**src/rtl/alarm_bank_if.sv**
```systemverilog
// Alarm bank signal bundle: controls and time in, edit/ring status out.
interface alarm_bank_if #(
    parameter int unsigned NUM_SLOTS = 4
);
    localparam int unsigned SW = $clog2(NUM_SLOTS);

    logic                 edit_en;
    logic                 push_u;
    logic                 push_d;
    logic                 push_l;
    logic                 push_r;
    logic                 push_c;
    logic                 tick;
    logic [15:0]          cur_time;
    logic                 ack;
    logic [3:0]           sel;
    logic [SW-1:0]        slot;
    logic [15:0]          alarm_val;
    logic [NUM_SLOTS-1:0] armed;
    logic                 ring;
    logic [SW-1:0]        ring_slot;
    logic                 finish;

    // Driver side (user panel / time base)
    modport master (
        output edit_en, push_u, push_d, push_l, push_r, push_c, tick, cur_time, ack,
        input  sel, slot, alarm_val, armed, ring, ring_slot, finish
    );

    // Alarm bank side
    modport slave (
        input  edit_en, push_u, push_d, push_l, push_r, push_c, tick, cur_time, ack,
        output sel, slot, alarm_val, armed, ring, ring_slot, finish
    );
endinterface

```
**src/rtl/alarm_bank.sv**
```systemverilog
// Bank of BCD mm:ss alarm slots with a digit editor and a single ring engine.
module alarm_bank #(
    parameter int unsigned NUM_SLOTS = 4,
    parameter int unsigned RING_SECS = 30
) (
    input  logic        clk,
    input  logic        reset,
    alarm_bank_if.slave bus
);
    localparam int unsigned SW = $clog2(NUM_SLOTS);
    localparam logic [7:0]  RingLimit = 8'(RING_SECS);

    localparam logic [0:0] StIdle = 1'b0;
    localparam logic [0:0] StEdit = 1'b1;

    logic [0:0]           state_q, state_d;
    logic                 edit_en_q;
    logic [3:0]           sel_q, sel_d;
    logic [SW-1:0]        slot_q, slot_d;
    logic [15:0]          val_q [NUM_SLOTS];
    logic [15:0]          cur_val;
    logic [15:0]          edit_val;
    logic                 val_we;
    logic [NUM_SLOTS-1:0] armed_q, armed_d;
    logic                 ring_q, ring_d;
    logic [SW-1:0]        ring_slot_q, ring_slot_d;
    logic [7:0]           cnt_q, cnt_d;
    logic                 finish_q, finish_d;
    logic                 hit;
    logic [SW-1:0]        hit_idx;

    // Step one BCD digit up or down with wrap; down has priority.
    function automatic logic [3:0] digit_step(input logic [3:0] d, input logic [3:0] max,
                                              input logic up, input logic dn);
        if (dn) return (d == 4'd0) ? max : d - 4'd1;
        if (up) return (d >= max) ? 4'd0 : d + 4'd1;
        return d;
    endfunction

    assign cur_val = val_q[slot_q];

    // Apply up/down to the digit currently pointed at by sel (pre-move position).
    always_comb begin
        edit_val = cur_val;
        for (int k = 0; k < 4; k++) begin
            if (sel_q[k]) begin
                // Tens digits (odd positions) run 0..5, ones digits 0..9.
                edit_val[4*k +: 4] = digit_step(cur_val[4*k +: 4], (k % 2 == 1) ? 4'd5 : 4'd9,
                                                bus.push_u, bus.push_d);
            end
        end
    end

    // Lowest-index armed slot matching the current time, skipping the slot being edited.
    always_comb begin
        hit     = 1'b0;
        hit_idx = '0;
        for (int i = 0; i < int'(NUM_SLOTS); i++) begin
            if (!hit && armed_q[i] && val_q[i] == bus.cur_time &&
                !(state_q == StEdit && slot_q == SW'(i))) begin
                hit     = 1'b1;
                hit_idx = SW'(i);
            end
        end
    end

    // Next-state for ring engine and edit FSM; edit actions on armed override ack.
    always_comb begin
        state_d     = state_q;
        sel_d       = sel_q;
        slot_d      = slot_q;
        armed_d     = armed_q;
        ring_d      = ring_q;
        ring_slot_d = ring_slot_q;
        cnt_d       = cnt_q;
        finish_d    = 1'b0;
        val_we      = 1'b0;

        if (ring_q) begin
            if (bus.ack) begin
                ring_d               = 1'b0;
                armed_d[ring_slot_q] = 1'b0;
            end else if (bus.tick) begin
                cnt_d = cnt_q + 8'd1;
                if (cnt_d == RingLimit) ring_d = 1'b0;
            end
        end else if (bus.tick && hit) begin
            ring_d      = 1'b1;
            ring_slot_d = hit_idx;
            cnt_d       = 8'd0;
        end

        unique case (state_q)
            StIdle: begin
                if (bus.edit_en && !edit_en_q) begin
                    state_d         = StEdit;
                    sel_d           = 4'b1000;
                    armed_d[slot_q] = 1'b0;
                end else if (bus.push_c) begin
                    slot_d = (slot_q == SW'(NUM_SLOTS - 1)) ? '0 : slot_q + 1'b1;
                end
            end
            StEdit: begin
                if (!bus.edit_en) begin
                    state_d         = StIdle;
                    sel_d           = 4'b0000;
                    finish_d        = 1'b1;
                    armed_d[slot_q] = 1'b1;
                end else begin
                    val_we = bus.push_u | bus.push_d;
                    if (bus.push_l)      sel_d = {sel_q[2:0], sel_q[3]};
                    else if (bus.push_r) sel_d = {sel_q[0], sel_q[3:1]};
                end
            end
            default: state_d = StIdle;
        endcase
    end

    // Control state registers.
    always_ff @(posedge clk or posedge reset) begin
        if (reset) begin
            state_q     <= StIdle;
            edit_en_q   <= 1'b0;
            sel_q       <= 4'b0000;
            slot_q      <= '0;
            armed_q     <= '0;
            ring_q      <= 1'b0;
            ring_slot_q <= '0;
            cnt_q       <= 8'd0;
            finish_q    <= 1'b0;
        end else begin
            state_q     <= state_d;
            edit_en_q   <= bus.edit_en;
            sel_q       <= sel_d;
            slot_q      <= slot_d;
            armed_q     <= armed_d;
            ring_q      <= ring_d;
            ring_slot_q <= ring_slot_d;
            cnt_q       <= cnt_d;
            finish_q    <= finish_d;
        end
    end

    // Alarm value storage, written only by the editor.
    always_ff @(posedge clk or posedge reset) begin
        if (reset) begin
            for (int i = 0; i < int'(NUM_SLOTS); i++) val_q[i] <= 16'h0000;
        end else if (val_we) begin
            val_q[slot_q] <= edit_val;
        end
    end

    assign bus.sel       = sel_q;
    assign bus.slot      = slot_q;
    assign bus.alarm_val = cur_val;
    assign bus.armed     = armed_q;
    assign bus.ring      = ring_q;
    assign bus.ring_slot = ring_slot_q;
    assign bus.finish    = finish_q;
endmodule

```
**src/flat_wrapper.sv**
```systemverilog
// flat-port wrapper written by rule: the top's interface ports become plain ports
module alarm_bank_flat 
#(
    parameter int unsigned NUM_SLOTS = 4,
    parameter int unsigned RING_SECS = 30
)
  (clk, reset, bus_edit_en, bus_push_u, bus_push_d, bus_push_l, bus_push_r, bus_push_c, bus_tick, bus_cur_time, bus_ack, bus_sel, bus_slot, bus_alarm_val, bus_armed, bus_ring, bus_ring_slot, bus_finish);
  alarm_bank_if #(.NUM_SLOTS(NUM_SLOTS)) bus_i ();
  input  logic clk;
  input  logic reset;
  input wire logic [$bits(bus_i.edit_en)-1:0] bus_edit_en;
  input wire logic [$bits(bus_i.push_u)-1:0] bus_push_u;
  input wire logic [$bits(bus_i.push_d)-1:0] bus_push_d;
  input wire logic [$bits(bus_i.push_l)-1:0] bus_push_l;
  input wire logic [$bits(bus_i.push_r)-1:0] bus_push_r;
  input wire logic [$bits(bus_i.push_c)-1:0] bus_push_c;
  input wire logic [$bits(bus_i.tick)-1:0] bus_tick;
  input wire logic [$bits(bus_i.cur_time)-1:0] bus_cur_time;
  input wire logic [$bits(bus_i.ack)-1:0] bus_ack;
  output wire logic [$bits(bus_i.sel)-1:0] bus_sel;
  output wire logic [$bits(bus_i.slot)-1:0] bus_slot;
  output wire logic [$bits(bus_i.alarm_val)-1:0] bus_alarm_val;
  output wire logic [$bits(bus_i.armed)-1:0] bus_armed;
  output wire logic [$bits(bus_i.ring)-1:0] bus_ring;
  output wire logic [$bits(bus_i.ring_slot)-1:0] bus_ring_slot;
  output wire logic [$bits(bus_i.finish)-1:0] bus_finish;
  assign bus_i.edit_en = bus_edit_en;
  assign bus_i.push_u = bus_push_u;
  assign bus_i.push_d = bus_push_d;
  assign bus_i.push_l = bus_push_l;
  assign bus_i.push_r = bus_push_r;
  assign bus_i.push_c = bus_push_c;
  assign bus_i.tick = bus_tick;
  assign bus_i.cur_time = bus_cur_time;
  assign bus_i.ack = bus_ack;
  assign bus_sel = bus_i.sel;
  assign bus_slot = bus_i.slot;
  assign bus_alarm_val = bus_i.alarm_val;
  assign bus_armed = bus_i.armed;
  assign bus_ring = bus_i.ring;
  assign bus_ring_slot = bus_i.ring_slot;
  assign bus_finish = bus_i.finish;
  alarm_bank #(.NUM_SLOTS(NUM_SLOTS), .RING_SECS(RING_SECS)) u_core (.clk(clk), .reset(reset), .bus(bus_i));
endmodule
```
**config.mk**
```make
export PLATFORM = sky130hd
export DESIGN_NAME = alarm_bank_flat
export DESIGN_NICKNAME = d
export VERILOG_FILES = /design/src/rtl/alarm_bank_if.sv /design/src/rtl/alarm_bank.sv /design/src/flat_wrapper.sv
export SDC_FILE = /design/constraint.sdc
export NUM_CORES = 1
export LEC_CHECK = 0
export BUFFER_PORTS_ARGS = -buffer_cell sky130_fd_sc_hd__buf_2
export CORE_MARGIN = 3
export CORE_UTILIZATION = 60
export DETAILED_ROUTE_END_ITERATION = 12
export GPL_TIMING_DRIVEN = 0
export PLACE_DENSITY = 0.81
export SYNTH_ARGS = -nofsm -noshare
export SYNTH_HDL_FRONTEND = slang
export SYNTH_SLANG_ARGS = --single-unit
```
**constraint.sdc**
```tcl
create_clock -name clk -period 8.9 [get_ports clk]
set_input_delay 1.78 -clock clk [delete_from_list [all_inputs] [get_ports clk]]
set_output_delay 1.78 -clock clk [all_outputs]
set_load 0.02 [all_outputs]
```
Yosys cells after proc, flatten, opt, wreduce, memory -nomap -nowiden
Cells that the tools add are included.
Word-level totals
  bits in latches: 0
  bits in registers: 88
  output and inout port bits: 30
  memories kept: 0
  memory bits (read-only): 0
  memory bits (writable): 0
  input bits: 26
Operators by class
  mux-type cells: 86
  reduce and logical (&&, ||, !) cells: 38
  equality and inequality tests: 12
  bitwise operators: 10
  multiply operators: 0
  magnitude comparators: 10
  shift-type cells: 0
  $add $sub $neg: 10
  divide/modulo/power cells: 0
Operators by type and width (count)
  $mux 4: 36
  $bwmux 64: 1
  $eq 16x16->1: 4
  $mux 16: 3
  $bmux 16 s2: 1
  $demux 16 s2: 1
  $mux 1: 32
  $mux 8: 4
  $logic_and 1x1->1: 20
  $add 4x1->4 const B: 4
  $logic_not 4->1: 4
  $pmux 4 s2: 2
  $sub 4x1->4 const B: 4
  $add 8x1->8 const B: 1
  $and 4x4->4: 2
  $eq 8x5->1 const B: 1
  $ge 4x3->1 const B: 2
  $ge 4x4->1 const B: 2
  $logic_not 1->1: 8
  $not 4->4: 2
  $lt 2x3->1 const B: 2
  $mux 2: 3
  $reduce_and 3->1: 2
  $demux 1 s2: 2
  17 further kinds: 23

Logic depth before layout (Yosys ltp)
  depth after elaboration: 23
  mapped depth: 11
  depth with buffers taken out: 9

Worst setup path before layout
OpenSTA, ideal clock, no wires.
  path kind: input port to flip-flop
  from: input bus_cur_time[9]
  to: register u_core.cnt_q[1]
  path buffers: 1
  arrival: 3.121 ns
  stages: 7
  library setup time: 0.138 ns
  slack: 5.641 ns
  data required time: 8.762 ns
  cells stage by stage: clkbuf_1 xnor2_1 nand4_1 nor4_1 a22oi_1 a31oi_1 nor2_1
Between the ends
  longest elaborated chain between the ends: 22
Ends and longest elaborated chain
  start: declaration: RTL line flat_wrapper.sv:18  | input wire logic [$bits(bus_i.cur_time)-1:0] bus_cur_time;
  $eq 16x16->1: RTL line alarm_bank.sv:59  | if (!hit && armed_q[i] && val_q[i] == bus.cur_time &&
  $logic_and 1x1->1 (2 in series): RTL line alarm_bank.sv:59
  $mux 1: RTL line alarm_bank.sv:59
  $logic_not 1->1: RTL line alarm_bank.sv:59
  $logic_and 1x1->1 (3 in series): RTL line alarm_bank.sv:59
  $mux 1: RTL line alarm_bank.sv:59
  $logic_not 1->1: RTL line alarm_bank.sv:59
  $logic_and 1x1->1 (3 in series): RTL line alarm_bank.sv:59
  $mux 1: RTL line alarm_bank.sv:59
  $logic_not 1->1: RTL line alarm_bank.sv:59
  $logic_and 1x1->1 (3 in series): RTL line alarm_bank.sv:59
  $mux 1 *: RTL line alarm_bank.sv:59
  $logic_and 1x1->1 *: RTL line alarm_bank.sv:87  | end else if (bus.tick && hit) begin
  $reduce_bool 2->1 (no line) *
  $reduce_and 3->1 (no line) *
  end signal: assignment: RTL line alarm_bank.sv:139  | cnt_q <= cnt_d;
  end: declaration: RTL line alarm_bank.sv:27  | logic [7:0] cnt_q, cnt_d;
Every way passes the cells marked *; elsewhere a longest branch is shown, timed or not.
A chain may end at the register's enable or synchronous reset.

Worst setup path after layout
  from: register u_core.slot_q[0] (netlist: u_core.bus.slot[0])
  to: output bus_alarm_val[12]
Between the ends
  longest elaborated chain between the ends: 4
Ends and longest elaborated chain
  start: declaration: RTL line alarm_bank.sv:19  | logic [SW-1:0] slot_q, slot_d;
  start signal: assignment: RTL line alarm_bank.sv:135  | slot_q <= slot_d;
  $not 2->3 (implied by the code): RTL line alarm_bank.sv:40  | assign cur_val = val_q[slot_q];
  $bmux 16 s2: RTL line alarm_bank.sv:40
  $mux 16 (implied by the code) (2 in series): RTL line alarm_bank.sv:40
  end: declaration: RTL line flat_wrapper.sv:22  | output wire logic [$bits(bus_i.alarm_val)-1:0] bus_alarm_val;
No other way between the ends. The select of a mux whose other input is x is not followed.

==> qor.csv <==
metric,value,unit
syn_avg_cell_area,9.13,sq um
io_buffers,41,
ir_drop,0.000150,V
detail_route.iter0.violations,604,
ys.flop_type,dfrtp_1,
p_leak,0.00266,uW
synth_nets,684,
finalCriticalPeriod,3.90,ns
routedWlPerCell,19.8,um
wl,16400,um
cts.sinks,88,
swShare,42.2,%
ant_nets,0,
synth_area,5820,sq um
clk_root_buffer_cell,clkbuf_8,
post_cts_buffers,0,
dp_hpwl,12000,um
setup_viol,0,
setup_tns,0,ns
cts.hold.buffers_added,0,
layout_common_cells,"nand2_1 (103), dfrtp_1 (88), xnor2_1 (60)",
worst-path-buf-inv,3,
die_area,10900,sq um
grt_overflow,0,
die_x,105,um
layout-drive-gt1-share,13.6,%
h-tree-depth,3,
critPathMaxStageDelay,0.66,ns
via_per_inst,6.41,
pwr-share-seq,34.8,%
hold_ws,0.483,ns
end_kind,output port,
clkTransAtPathRegs,0.09,ns
core-area,9330,sq um
post-route-drc-count,0,
intPower,920,uW
startpoint_type,flip-flop,
synth_edf_count,0,
grt_first_pass_wirelength,26300,um
grt_pass1_vias,5100,
switchingPower,673,uW
yosysSeqAreaShare,37.8,%
start_util,62.4,%
timing.final.crit_share,43.8,%
critical-path-top-delay-family,multiplexers,
antenna_found_initial,0,
num_rows,35,
slew_violations,0,
cp_data_required_time,7.12,ns
worst-path-max-fanout,10,
crit_path_frequent_cell,buf_6,
ys_warn_count,0,
syn2layout_area_growth,10.5,%
track_usage,30.3,%
numCtsBuffers,9,
maxSlewHeadroom,47.1,%
hold_violations,0,
status,finished clean,
insertion_delay,0.37,ns
gp_congestion,0.911,
vias,5290,
max_slew.worst_pin.slew,0.791,ns
ys_async_sr_fraction,100,%
synth_cell_types,70,
skew,0.0136,ns
clock.fmax,0.257,GHz
rsz0062_at_grt,false,
n_fill_cell,752,
final_common_cell,nand2_1,
path_cells,buf_6 > buf_6 > mux4_2 > buf_2,
crit_slowest_cell,mux4_2,
p_per_area,248,nW/um^2
clock_path_buffers,2,
clock_power_share,19.2,%
comb_power_share,46.0,%
seqCellArea,2200,sq um
hp-class,reg -> reg,
grt_max_degree,54,
cts_tree,done,
multi_input_area,3350,sq um
cap_violations,0,
dr.pass1.iters,5,
nets,737,
die_h,105,um
critPathArrivalTime,2.12,ns
cts_resized,0,
ios,56,
n_antenna_cell,0,
synth_cells,638,
worst-setup-path-type,reg -> out,
ys_seq_elements,88,
[metal layers]
| layer | vias up | share of wire, % | GRT usage [%] |
|---|---|---|---|
| met3 | 57 | 9.2 | 6.15 |
| li1 | 2355 | - | - |
| met2 | 307 | 47 | 48.4 |
| met5 | - | 0 | 0 |
| met4 | 0 | 3.4 | 11.7 |
| met1 | 2571 | 41 | 40.9 |
[worst reg2reg max path, delay by kind of cell (launching register included)]
family | cells | cell delay [ns]
DFF | 1 | 0.43
AOI/OAI and AO/OA | 3 | 0.56
and+or+nand+nor | 1 | 0.39
adders and majority gates | 1 | 0.19
muxes | 1 | 0.65
buffers and inverters | 4 | 0.63
[cells in the mapped netlist, drive strengths merged, types with 2 or more instances]
master / number / area (sq um)
or3: 2 / 17.5
o41ai: 2 / 17.5
nand3: 14 / 70.1
o31ai: 6 / 45.0
a41o: 3 / 30.0
nor4: 4 / 25.0
o22ai: 2 / 12.5
o21ai: 73 / 369
a21oi: 26 / 134
nand4bb: 4 / 45.0
and2: 4 / 25.0
nand2: 103 / 387
mux2i: 3 / 30.0
a211oi: 5 / 52.6
nor3: 8 / 56.3
nand2b: 8 / 50.1
nor2b: 8 / 50.1
inv: 21 / 78.8
nand4b: 2 / 17.5
a21boi: 4 / 30.0
dfrtp: 88 / 2200
a32oi: 2 / 17.5
o31a: 3 / 26.3
xnor2: 60 / 526
a31oi: 6 / 37.5
nor2: 32 / 123
clkbuf: 34 / 128
mux4: 16 / 360
o21a: 4 / 30.0
a22oi: 7 / 57.6
a211o: 2 / 17.5
buf: 8 / 70.1
mux2: 2 / 22.5
ha: 20 / 250
and3: 3 / 18.8
xor2: 12 / 105
nand4: 15 / 93.8
[stage by stage]
stage	cell area [sq um]	utilization [%]	setup slack (ns)	instances	total power [uW]
6_report	6430	69.0	5.00	825	1590
5_1_grt	6430	69.0	4.94	825	1670
4_1_cts	6430	69.0	5.01	825	1580
3_5_place_dp	6220	66.7	4.94	809	1270
2_1_floorplan	5820	-	4.84	638	1070
3_3_place_gp	6190	66.4	3.82	808	1250
[layout make-up]
class / count / area share, %
Timing Repair Buffer: 42 / 3.62
Inverter: 21 / 1.26
Sequential cell: 88 / 34.2
Tap cell: 129 / 2.51
Clock inverter: 5 / 1.26
Clock buffer: 11 / 2.04
Multi-Input combinational cell: 487 / 52.0
Buffer: 42 / 3.07
[cell families after synthesis]
group / after synthesis / share of synthesized area [%]
AOI/OAI and AO/OA: 160 / 17.4
xor gates and xnor gates: 72 / 10.8
adders and majority gates: 20 / 4.30
buffers and inverters: 63 / 4.75
DFF: 88 / 37.8
muxes: 21 / 7.09
and+or+nand+nor: 214 / 17.8
[worst paths after layout]
kind                                    start           endpoint  slack (ns)  cells past startpoint
min reg2reg                  u_core.edit_en_q     u_core.state_q        0.48                      1
max                        u_core.bus.slot[0]  bus_alarm_val[12]        5.00                      4
min in group asynchronous               reset  u_core.bus.finish        1.43                      2
min                          u_core.edit_en_q     u_core.state_q        0.48                      1
max reg2reg                u_core.bus.slot[0]   u_core.val_q[41]        5.90                     10
max in group asynchronous               reset   u_core.val_q[27]        6.82                      3
[power by group through the flow]
stage	sequential, uW	clock (uW)	combinational (uW)
global route	561	323	790
CTS	550	307	721
finish	555	305	733
global placement	551	0	696
floorplan	556	0	515
detailed placement	557	0	716
[state kept, by name, summed over array words and instances (netlist names)]
name and cells:
u_core.bus.finish 1, u_core.val_q 64, u_core.bus.ring_slot 2, u_core.cnt_q 8, u_core.bus.ring 1, u_core.edit_en_q 1
u_core.bus.armed 4, u_core.state_q 1, u_core.bus.sel 4, u_core.bus.slot 2
(Power assumes the default switching activity.)
